===== src/rtl/sump_cmd_dec_if.sv =====
// Host-to-device command link: received UART bytes in, decoded SUMP strobes and
// the held opcode/argument out.
interface sump_cmd_dec_if #(
    parameter int CMD_WIDTH = 32
);
    logic                 rx_stb_i;
    logic [7:0]           rx_data_i;
    logic                 run_o;
    logic                 id_o;
    logic                 meta_o;
    logic                 soft_rst_o;
    logic                 set_cnt_o;
    logic                 exec_o;
    logic [7:0]           opc_o;
    logic [CMD_WIDTH-1:0] cmd_o;
    logic                 busy_o;

    modport master (
        output rx_stb_i, rx_data_i,
        input  run_o, id_o, meta_o, soft_rst_o, set_cnt_o, exec_o, opc_o, cmd_o, busy_o
    );

    modport slave (
        input  rx_stb_i, rx_data_i,
        output run_o, id_o, meta_o, soft_rst_o, set_cnt_o, exec_o, opc_o, cmd_o, busy_o
    );
endinterface


===== src/rtl/sump_cmd_dec.sv =====
// SUMP command decoder: assembles 1-byte and 5-byte host commands from the UART
// byte stream and emits single-cycle registered strobes to the capture controller.
module sump_cmd_dec #(
    parameter int CMD_WIDTH = 32,
    parameter int TIMEOUT   = 65535
) (
    input  logic            clk_i,
    input  logic            rst_i,
    sump_cmd_dec_if.slave   bus
);
    // The argument is exactly four LSB-first byte lanes; lanes 0..2 are buffered,
    // lane 3 is taken straight from the completing byte.
    localparam int ARG_W = CMD_WIDTH - 8;
    localparam int TW    = (TIMEOUT > 0) ? $clog2(TIMEOUT + 1) : 1;
    localparam logic [TW-1:0] TMO_LIMIT = TW'(TIMEOUT);

    typedef enum logic {S_IDLE, S_ARG} state_t;

    state_t               r_state,    w_next_state;
    logic [1:0]           r_byte_cnt, w_byte_cnt;
    logic [TW-1:0]        r_tmo_cnt,  w_tmo_cnt;
    logic [7:0]           r_shadow,   w_shadow;
    logic [ARG_W-1:0]     r_arg,      w_arg;
    logic [7:0]           r_opc,      w_opc;
    logic [CMD_WIDTH-1:0] r_cmd,      w_cmd;
    logic                 r_run, r_id, r_meta, r_soft_rst, r_set_cnt, r_exec, r_busy;
    logic                 w_run, w_id, w_meta, w_soft_rst, w_set_cnt, w_exec;
    logic                 w_timeout;
    state_t               w_cur_state;

    always_comb begin
        // NOTE: every output of this block gets a default first, so no path leaves
        // a signal unassigned and no latch is inferred.
        w_next_state = r_state;
        w_byte_cnt   = r_byte_cnt;
        w_tmo_cnt    = r_tmo_cnt;
        w_shadow     = r_shadow;
        w_arg        = r_arg;
        w_opc        = r_opc;
        w_cmd        = r_cmd;
        w_run        = 1'b0;
        w_id         = 1'b0;
        w_meta       = 1'b0;
        w_soft_rst   = 1'b0;
        w_set_cnt    = 1'b0;
        w_exec       = 1'b0;

        // Timeout is resolved before the byte, so a coincident byte starts a new command.
        w_timeout   = (TIMEOUT != 0) && (r_state == S_ARG) && (r_tmo_cnt == TMO_LIMIT);
        w_cur_state = w_timeout ? S_IDLE : r_state;
        w_next_state = w_cur_state;

        if (bus.rx_stb_i) begin
            w_tmo_cnt = '0;
            if (w_cur_state == S_IDLE) begin
                if (bus.rx_data_i[7]) begin
                    w_shadow     = bus.rx_data_i;
                    w_byte_cnt   = 2'd0;
                    w_next_state = S_ARG;
                end else begin
                    w_opc = bus.rx_data_i;
                    unique case (bus.rx_data_i)
                        8'h00:   w_soft_rst = 1'b1;
                        8'h01:   w_run      = 1'b1;
                        8'h02:   w_id       = 1'b1;
                        8'h04:   w_meta     = 1'b1;
                        default: ;
                    endcase
                end
            end else if (r_byte_cnt == 2'd3) begin
                w_cmd        = {bus.rx_data_i, r_arg};
                w_opc        = r_shadow;
                w_exec       = 1'b1;
                w_set_cnt    = (r_shadow == 8'h81);
                w_next_state = S_IDLE;
            end else begin
                w_arg[{r_byte_cnt, 3'b000} +: 8] = bus.rx_data_i;
                w_byte_cnt = r_byte_cnt + 2'd1;
            end
        end else if (r_state == S_ARG && r_tmo_cnt != TMO_LIMIT) begin
            w_tmo_cnt = r_tmo_cnt + TW'(1);
        end
    end

    always_ff @(posedge clk_i or posedge rst_i) begin
        // NOTE: sequential state uses non-blocking assignments only, so every
        // register samples the pre-edge values regardless of statement order.
        if (rst_i) begin
            r_state    <= S_IDLE;
            r_byte_cnt <= '0;
            r_tmo_cnt  <= '0;
            r_shadow   <= '0;
            r_arg      <= '0;
            r_opc      <= '0;
            r_cmd      <= '0;
            r_run      <= 1'b0;
            r_id       <= 1'b0;
            r_meta     <= 1'b0;
            r_soft_rst <= 1'b0;
            r_set_cnt  <= 1'b0;
            r_exec     <= 1'b0;
            r_busy     <= 1'b0;
        end else begin
            r_state    <= w_next_state;
            r_byte_cnt <= w_byte_cnt;
            r_tmo_cnt  <= w_tmo_cnt;
            r_shadow   <= w_shadow;
            r_arg      <= w_arg;
            r_opc      <= w_opc;
            r_cmd      <= w_cmd;
            r_run      <= w_run;
            r_id       <= w_id;
            r_meta     <= w_meta;
            r_soft_rst <= w_soft_rst;
            r_set_cnt  <= w_set_cnt;
            r_exec     <= w_exec;
            r_busy     <= (w_next_state == S_ARG);
        end
    end

    assign bus.run_o      = r_run;
    assign bus.id_o       = r_id;
    assign bus.meta_o     = r_meta;
    assign bus.soft_rst_o = r_soft_rst;
    assign bus.set_cnt_o  = r_set_cnt;
    assign bus.exec_o     = r_exec;
    assign bus.opc_o      = r_opc;
    assign bus.cmd_o      = r_cmd;
    assign bus.busy_o     = r_busy;
endmodule


===== src/flat_wrapper.sv =====
// flat-port wrapper written by rule: the top's interface ports become plain ports
module sump_cmd_dec_flat 
#(
    parameter int CMD_WIDTH = 32,
    parameter int TIMEOUT   = 65535
)
  (clk_i, rst_i, bus_rx_stb_i, bus_rx_data_i, bus_run_o, bus_id_o, bus_meta_o, bus_soft_rst_o, bus_set_cnt_o, bus_exec_o, bus_opc_o, bus_cmd_o, bus_busy_o);
  sump_cmd_dec_if #(.CMD_WIDTH(CMD_WIDTH)) bus_i ();
  input  logic clk_i;
  input  logic rst_i;
  input wire logic [$bits(bus_i.rx_stb_i)-1:0] bus_rx_stb_i;
  input wire logic [$bits(bus_i.rx_data_i)-1:0] bus_rx_data_i;
  output wire logic [$bits(bus_i.run_o)-1:0] bus_run_o;
  output wire logic [$bits(bus_i.id_o)-1:0] bus_id_o;
  output wire logic [$bits(bus_i.meta_o)-1:0] bus_meta_o;
  output wire logic [$bits(bus_i.soft_rst_o)-1:0] bus_soft_rst_o;
  output wire logic [$bits(bus_i.set_cnt_o)-1:0] bus_set_cnt_o;
  output wire logic [$bits(bus_i.exec_o)-1:0] bus_exec_o;
  output wire logic [$bits(bus_i.opc_o)-1:0] bus_opc_o;
  output wire logic [$bits(bus_i.cmd_o)-1:0] bus_cmd_o;
  output wire logic [$bits(bus_i.busy_o)-1:0] bus_busy_o;
  assign bus_i.rx_stb_i = bus_rx_stb_i;
  assign bus_i.rx_data_i = bus_rx_data_i;
  assign bus_run_o = bus_i.run_o;
  assign bus_id_o = bus_i.id_o;
  assign bus_meta_o = bus_i.meta_o;
  assign bus_soft_rst_o = bus_i.soft_rst_o;
  assign bus_set_cnt_o = bus_i.set_cnt_o;
  assign bus_exec_o = bus_i.exec_o;
  assign bus_opc_o = bus_i.opc_o;
  assign bus_cmd_o = bus_i.cmd_o;
  assign bus_busy_o = bus_i.busy_o;
  sump_cmd_dec #(.CMD_WIDTH(CMD_WIDTH), .TIMEOUT(TIMEOUT)) u_core (.clk_i(clk_i), .rst_i(rst_i), .bus(bus_i));
endmodule

===== config.mk =====
export PLATFORM = sky130hd
export DESIGN_NAME = sump_cmd_dec_flat
export DESIGN_NICKNAME = d
export VERILOG_FILES = /design/src/rtl/sump_cmd_dec_if.sv /design/src/rtl/sump_cmd_dec.sv /design/src/flat_wrapper.sv
export SDC_FILE = /design/constraint.sdc
export NUM_CORES = 1
export LEC_CHECK = 0
export BUFFER_PORTS_ARGS = -buffer_cell sky130_fd_sc_hd__buf_2
export CAP_MARGIN = 25
export CORE_ASPECT_RATIO = 1.4
export CORE_MARGIN = 8
export CORE_UTILIZATION = 57
export CTS_CLUSTER_SIZE = 24
export DETAILED_ROUTE_END_ITERATION = 8
export GPL_TIMING_DRIVEN = 1
export HOLD_SLACK_MARGIN = 0.1
export MAX_ROUTING_LAYER = met4
export PLACE_DENSITY_LB_ADDON = 0.1
export SKIP_CTS_REPAIR_TIMING = 1
export SYNTH_ARGS = -nofsm -noshare
export SYNTH_HDL_FRONTEND = slang
export SYNTH_SLANG_ARGS = --single-unit

===== constraint.sdc =====
create_clock -name clk_i -period 4 [get_ports clk_i]
set_clock_uncertainty 0.1 [all_clocks]
set_input_delay 0.4 -clock clk_i [delete_from_list [all_inputs] [get_ports clk_i]]
set_output_delay 0.4 -clock clk_i [all_outputs]
set_load 0.05 [all_outputs]

# After elaboration in Yosys (flattened, before gate mapping)
# Index checks and enable logic that the tools add are counted.
[classes] bitwise_logic=2 n_div=0 n_reduce_logical=10 multipliers=0 addsub=3 n_shift=2 n_mux=36 eq_ne=10 order_cmp=0
[ops] cell="$mux 16" count=2
[ops] cell="$mux 1" count=27
[ops] cell="$bwmux 24" count=1
[ops] cell="$mux 8" count=3
[ops] cell="$shift 8x7->24 const A" count=1
[ops] cell="$shiftx 8x7->24" count=1
[ops] cell="$add 16x1->16 const B" count=1
[ops] cell="$eq 16x16->1 const B" count=1
[ops] cell="$ne 16x16->1 const B" count=1
[ops] cell="$reduce_and 3->1" count=5
[ops] cell="$eq 8x1->1 const B" count=1
[ops] cell="$eq 8x2->1 const B" count=1
[ops] cell="$eq 8x3->1 const B" count=1
[ops] cell="$eq 8x8->1 const B" count=1
[ops] cell="$logic_not 8->1" count=1
[ops] cell="$neg 5->7" count=1
[ops] cell="$mux 2" count=3
[ops] cell="$ne 2x2->1 const B" count=2
[ops] cell="$reduce_bool 2->1" count=2
[ops] cell="$add 2x1->2 const B" count=1
[ops] cell="$eq 2x2->1 const B" count=1
[ops] cell="$logic_and 1x1->1" count=2
[ops] cell="$ne 2x1->1 const B" count=1
[ops] cell="$not 1->1" count=2
[totals] ramBits=0 rom_bits=0 n_memories=0 word_cells=76 reg_bits=97 input_bits=11 latch_bits=0

# Longest topological paths before layout
[depth] depth_word=5 depth_mapped=8 ltp_nobuf=6

# Worst setup path before layout
# No wires, ideal clock.
[synth_timing] path_type="flip-flop to flip-flop" from="reg u_core.r_tmo_cnt[0]" to="reg u_core.r_cmd[10] (netlist: u_core.bus.cmd_o[10])" period_less_slack_ns=1.971 arrival_ns=1.746 slack_ns=2.029 required_time_ns=3.775 path_stages_with_launch=7 setup_ns=0.125 cell_sequence="dfrtp_1 -> ha_1 -> and3_2 -> nand4_4 -> o2111ai_4 -> buf_4 -> mux2_2"
[synth_between] elab_chain_len=4
[synth_lines] element="start, declared" line_no="sump_cmd_dec.sv:21" rtl="logic [TW-1:0] r_tmo_cnt, w_tmo_cnt;"
[synth_lines] element="start signal, assigned" line_no="sump_cmd_dec.sv:106" rtl="r_tmo_cnt <= w_tmo_cnt;"
[synth_lines] element="$eq 16x16->1" line_no="sump_cmd_dec.sv:49" rtl="w_timeout = (TIMEOUT != 0) && (r_state == S_ARG) && (r_tmo_cnt == TMO_LIMIT);"
[synth_lines] element="$logic_and 1x1->1" line_no="sump_cmd_dec.sv:49"
[synth_lines] element="$mux 1" line_no="sump_cmd_dec.sv:50" rtl="w_cur_state = w_timeout ? S_IDLE : r_state;"
[synth_lines] element="$reduce_and 3->1 (no source line)"
[synth_lines] element="end signal, assigned" line_no="sump_cmd_dec.sv:110" rtl="r_cmd <= w_cmd;"
[synth_lines] element="end, declared" line_no="sump_cmd_dec.sv:25" rtl="logic [CMD_WIDTH-1:0] r_cmd, w_cmd;"
# Every way passes these cells.
# A chain may end at the register's enable or synchronous reset.

# Worst setup path after layout
[layout_timing] from="reg u_core.r_tmo_cnt[0]" to="reg u_core.r_arg[13]"
[layout_between] elab_chain_len=4
[layout_lines] element="$eq 16x16->1" line_no="sump_cmd_dec.sv:49"
[layout_lines] element="$logic_and 1x1->1" line_no="sump_cmd_dec.sv:49"
[layout_lines] element="$mux 1" line_no="sump_cmd_dec.sv:50"
[layout_lines] element="$reduce_and 3->1 (no source line)"
[layout_lines] element="end signal, assigned" line_no="sump_cmd_dec.sv:108" rtl="r_arg <= w_arg;"
[layout_lines] element="end, declared" line_no="sump_cmd_dec.sv:23" rtl="logic [ARG_W-1:0] r_arg, w_arg;"
# Every way passes these cells.

==> run_results.csv <==
group,metric,value,unit
run_status,status,"completed",
floorplan,die-area,0.0107,mm^2
clock_network,clock_sinks,97,
sta,setup_viol,0,
critical_path,cp_top_family,"compound AO/OA/AOI/OAI gates",
placed_design,place.port_buffers,57,
power,cellLeakagePower,2.32,nW
floorplan,core,0.00736,mm^2
drt,first_pass_iters,4,
critical_path,path_class,"reg -> reg",
logic_synthesis,async_flop_share,100,%
placed_design,gp_congestion,0.882,
placed_design,dp_hpwl,6390,um
final_layout,syn2layout_area_growth,11.3,%
critical_path,crit_cells,5,
final_layout,drive_gt1_share,29.7,%
grt,grt_pass1_wl,15500,um
sta,min_period,2550,ps
clock_network,cts_buffers,9,
grt,grt_max_degree,76,
flow_run,max-cap-violations,0,
sta,maxSlewViolCount,0,
grt,overflow,0,
critical_path,critPathSlowestCell,"o2111ai_1",
sta,tightest_slew,1020,ps
logic_synthesis,syn_area,0.00434,mm^2
clock_network,clock_path_buffers,2,
final_layout,nNetsFinal,443,
logic_synthesis,yosys-top-cells-count,"dfrtp_1, nand2_1, mux2_2",
sta,max_freq,392,MHz
floorplan,core.rowCount,37,
critical_path,worstPathCellList,"ha_1 -> and3_2 -> nand4_4 -> o2111ai_1 -> o21ai_0",
critical_path,cp.required,4100,ps
drt,post_drt_wl_per_cell,17.4,um
logic_synthesis,yosysMostFrequentCell,"dfrtp_1",
logic_synthesis,ys_ff_latch,97,
logic_synthesis,synth_area_per_cell,11.5,um^2
drt,wirelength,9200,um
sta,slew_headroom,31.7,%
grt,antenna_found_initial,0,
clock_network,clk_pin_slew_worst_paths,80,ps
logic_synthesis,yosysTopAreaCellShare,56.0,%
drt,final_antenna_net_count,0,
sta,setup_ws,1450,ps
grt,grt_pass1_vias,2975,
critical_path,r2r_end,"u_core.r_arg[13]$_DFFE_PP0P_",
clock_network,cts-root-buf,"clkbuf_8",
placed_design,dp_slack,1460,ps
logic_synthesis,yosysSeqAreaShare,56.0,%
sta,hold_viol,0,
critical_path,worst_ep_arrival_time,2650,ps
critical_path,worst_setup_path_start_kind,"register",
clock_network,cts_tree,"built",
logic_synthesis,synth_cell_type_count,46,
floorplan,start_util,58.9,%
clock_network,cts_htree_levels,3,
sta,post-route-period-util,63.7,%
logic_synthesis,synth-main-ff-cell,"dfrtp_1",
critical_path,rr_worst_depth,5,
sta,fin_tns_setup,0,ps
grt,track_usage,18.5,%
floorplan,io_pins,58,
power,peakVddDrop,425,uV
clock_network,clk_latency,360,ps
critical_path,crit_buf_inv,0,
sta,whs,117,ps
drt,vias_per_cell,5.57,
drt,drc,0,
floorplan,dieHeight,119,um
critical_path,worstPathMaxFanout,16,
critical_path,cp-end-kind,"register",
drt,vias,2942,
logic_synthesis,synth_cells,377,
drt,drt-initial-drc-count,129,
logic_synthesis,ys.warnings.count,0,
critical_path,r2r_start,"u_core.r_tmo_cnt[0]$_DFFE_PP0P_",
logic_synthesis,synth_fp_nets,394,
worst_hold_path,hp-class,"in -> async",
power,p_per_area,766,mW/mm^2
logic_synthesis,synth.area.top_cells,"dfrtp_1, mux2_2, nand2_1, o21ai_0, o221a_2",
logic_synthesis,yosys.area.top_type,"dfrtp_1",
logic_synthesis,synth_edf_count,0,
critical_path,ff2ff_setup_slack,1450,ps
final_layout,n_antenna_cell,0,
floorplan,die_x,89.7,um
sta,rsz0062_at_grt,"false",
critical_path,slowest_delay,910,ps
==> cells by family after synthesis <==
logic type	share of synthesized area [%]
AOI/OAI and AO/OA	12.0
xor gates and xnor gates	2.02
adders and majority gates	1.73
buffers and inverters	3.26
DFF	56.0
muxes	10.6
and+or+nand+nor	14.5
==> worst max path at each step <==
stage / from / end / slack, ps
2_1_floorplan: rst_i / u_core.bus.cmd_o[0]$_DFFE_PP0P_ / 970
3_3_place_gp: u_core.r_tmo_cnt[0]$_DFFE_PP0P_ / u_core.bus.cmd_o[30]$_DFFE_PP0P_ / 1580
3_5_place_dp: u_core.r_tmo_cnt[0]$_DFFE_PP0P_ / u_core.r_arg[22]$_DFFE_PP0P_ / 1460
4_1_cts: u_core.r_tmo_cnt[0]$_DFFE_PP0P_ / u_core.r_arg[13]$_DFFE_PP0P_ / 1440
5_1_grt: u_core.r_tmo_cnt[0]$_DFFE_PP0P_ / u_core.r_arg[9]$_DFFE_PP0P_ / 1200
6_report: u_core.r_tmo_cnt[0]$_DFFE_PP0P_ / u_core.r_arg[13]$_DFFE_PP0P_ / 1450
==> worst register-to-register path: stages, from the launching register on <==
cell and delay [ps]:
dfrtp_1 430, ha_1 210, and3_2 240, nand4_4 260, o2111ai_1 910, o21ai_0 230
==> final cells by class <==
type / count / area, um^2
Fill cell: 599 / 2530
Sequential cell: 97 / 2430
Multi-Input combinational cell: 251 / 1770
Timing Repair Buffer: 60 / 308
Clock buffer: 15 / 166
Tap cell: 97 / 121
Inverter: 7 / 28.8
Clock inverter: 1 / 8.76
==> state kept, by name, indices dropped and copies added (netlist names) <==
register               cells
u_core.bus.cmd_o          32
u_core.r_arg              24
u_core.r_tmo_cnt          16
u_core.bus.opc_o           8
u_core.r_shadow            8
u_core.r_byte_cnt          2
u_core.bus.exec_o          1
u_core.bus.id_o            1
u_core.bus.meta_o          1
u_core.bus.run_o           1
u_core.bus.set_cnt_o       1
u_core.bus.soft_rst_o      1
u_core.r_state             1
==> where the power goes <==
group	internal, mW	total, mW	switching [mW]
Clock	0.264	0.580	0.316
Sequential	1.29	1.50	0.210
Combinational	0.518	1.62	1.10
==> per-stage QoR <==
stage,power [mW],cells,utilization (%),cell area [um^2]
2_1_floorplan,2.78,377,-,4340
3_3_place_gp,3.10,511,63.1,4650
3_5_place_dp,3.15,511,63.1,4650
4_1_cts,3.74,527,65.5,4820
5_1_grt,3.91,528,65.6,4830
6_report,3.70,528,65.6,4830
==> placed cells by master, fill, tap and decap left out, types with 4 or more instances in the layout <==
| master | instances |
|---|---|
| clkbuf_1 | 4 |
| nand2_1 | 59 |
| inv_1 | 6 |
| a21oi_1 | 5 |
| mux2_2 | 38 |
| o21ai_0 | 30 |
| o2bb2ai_1 | 4 |
| nor3_1 | 5 |
| nor2b_1 | 4 |
| nor4_1 | 4 |
| o221a_1 | 5 |
| nor2_1 | 18 |
| ha_1 | 6 |
| nand2b_1 | 9 |
| dfrtp_1 | 97 |
| xor2_1 | 9 |
| buf_2 | 57 |
| o221a_2 | 9 |
| o2111ai_1 | 4 |
| clkbuf_8 | 11 |
| nand4_1 | 7 |
==> metal layers <==
| layer | track usage (%) | wire (um) |
|---|---|---|
| met1 | 21.1 | 3950 |
| met2 | 31.0 | 4810 |
| met3 | 3.39 | 284 |
| met4 | 8.29 | 154 |
| met5 | - | 0 |
(Power assumes the default switching activity.)
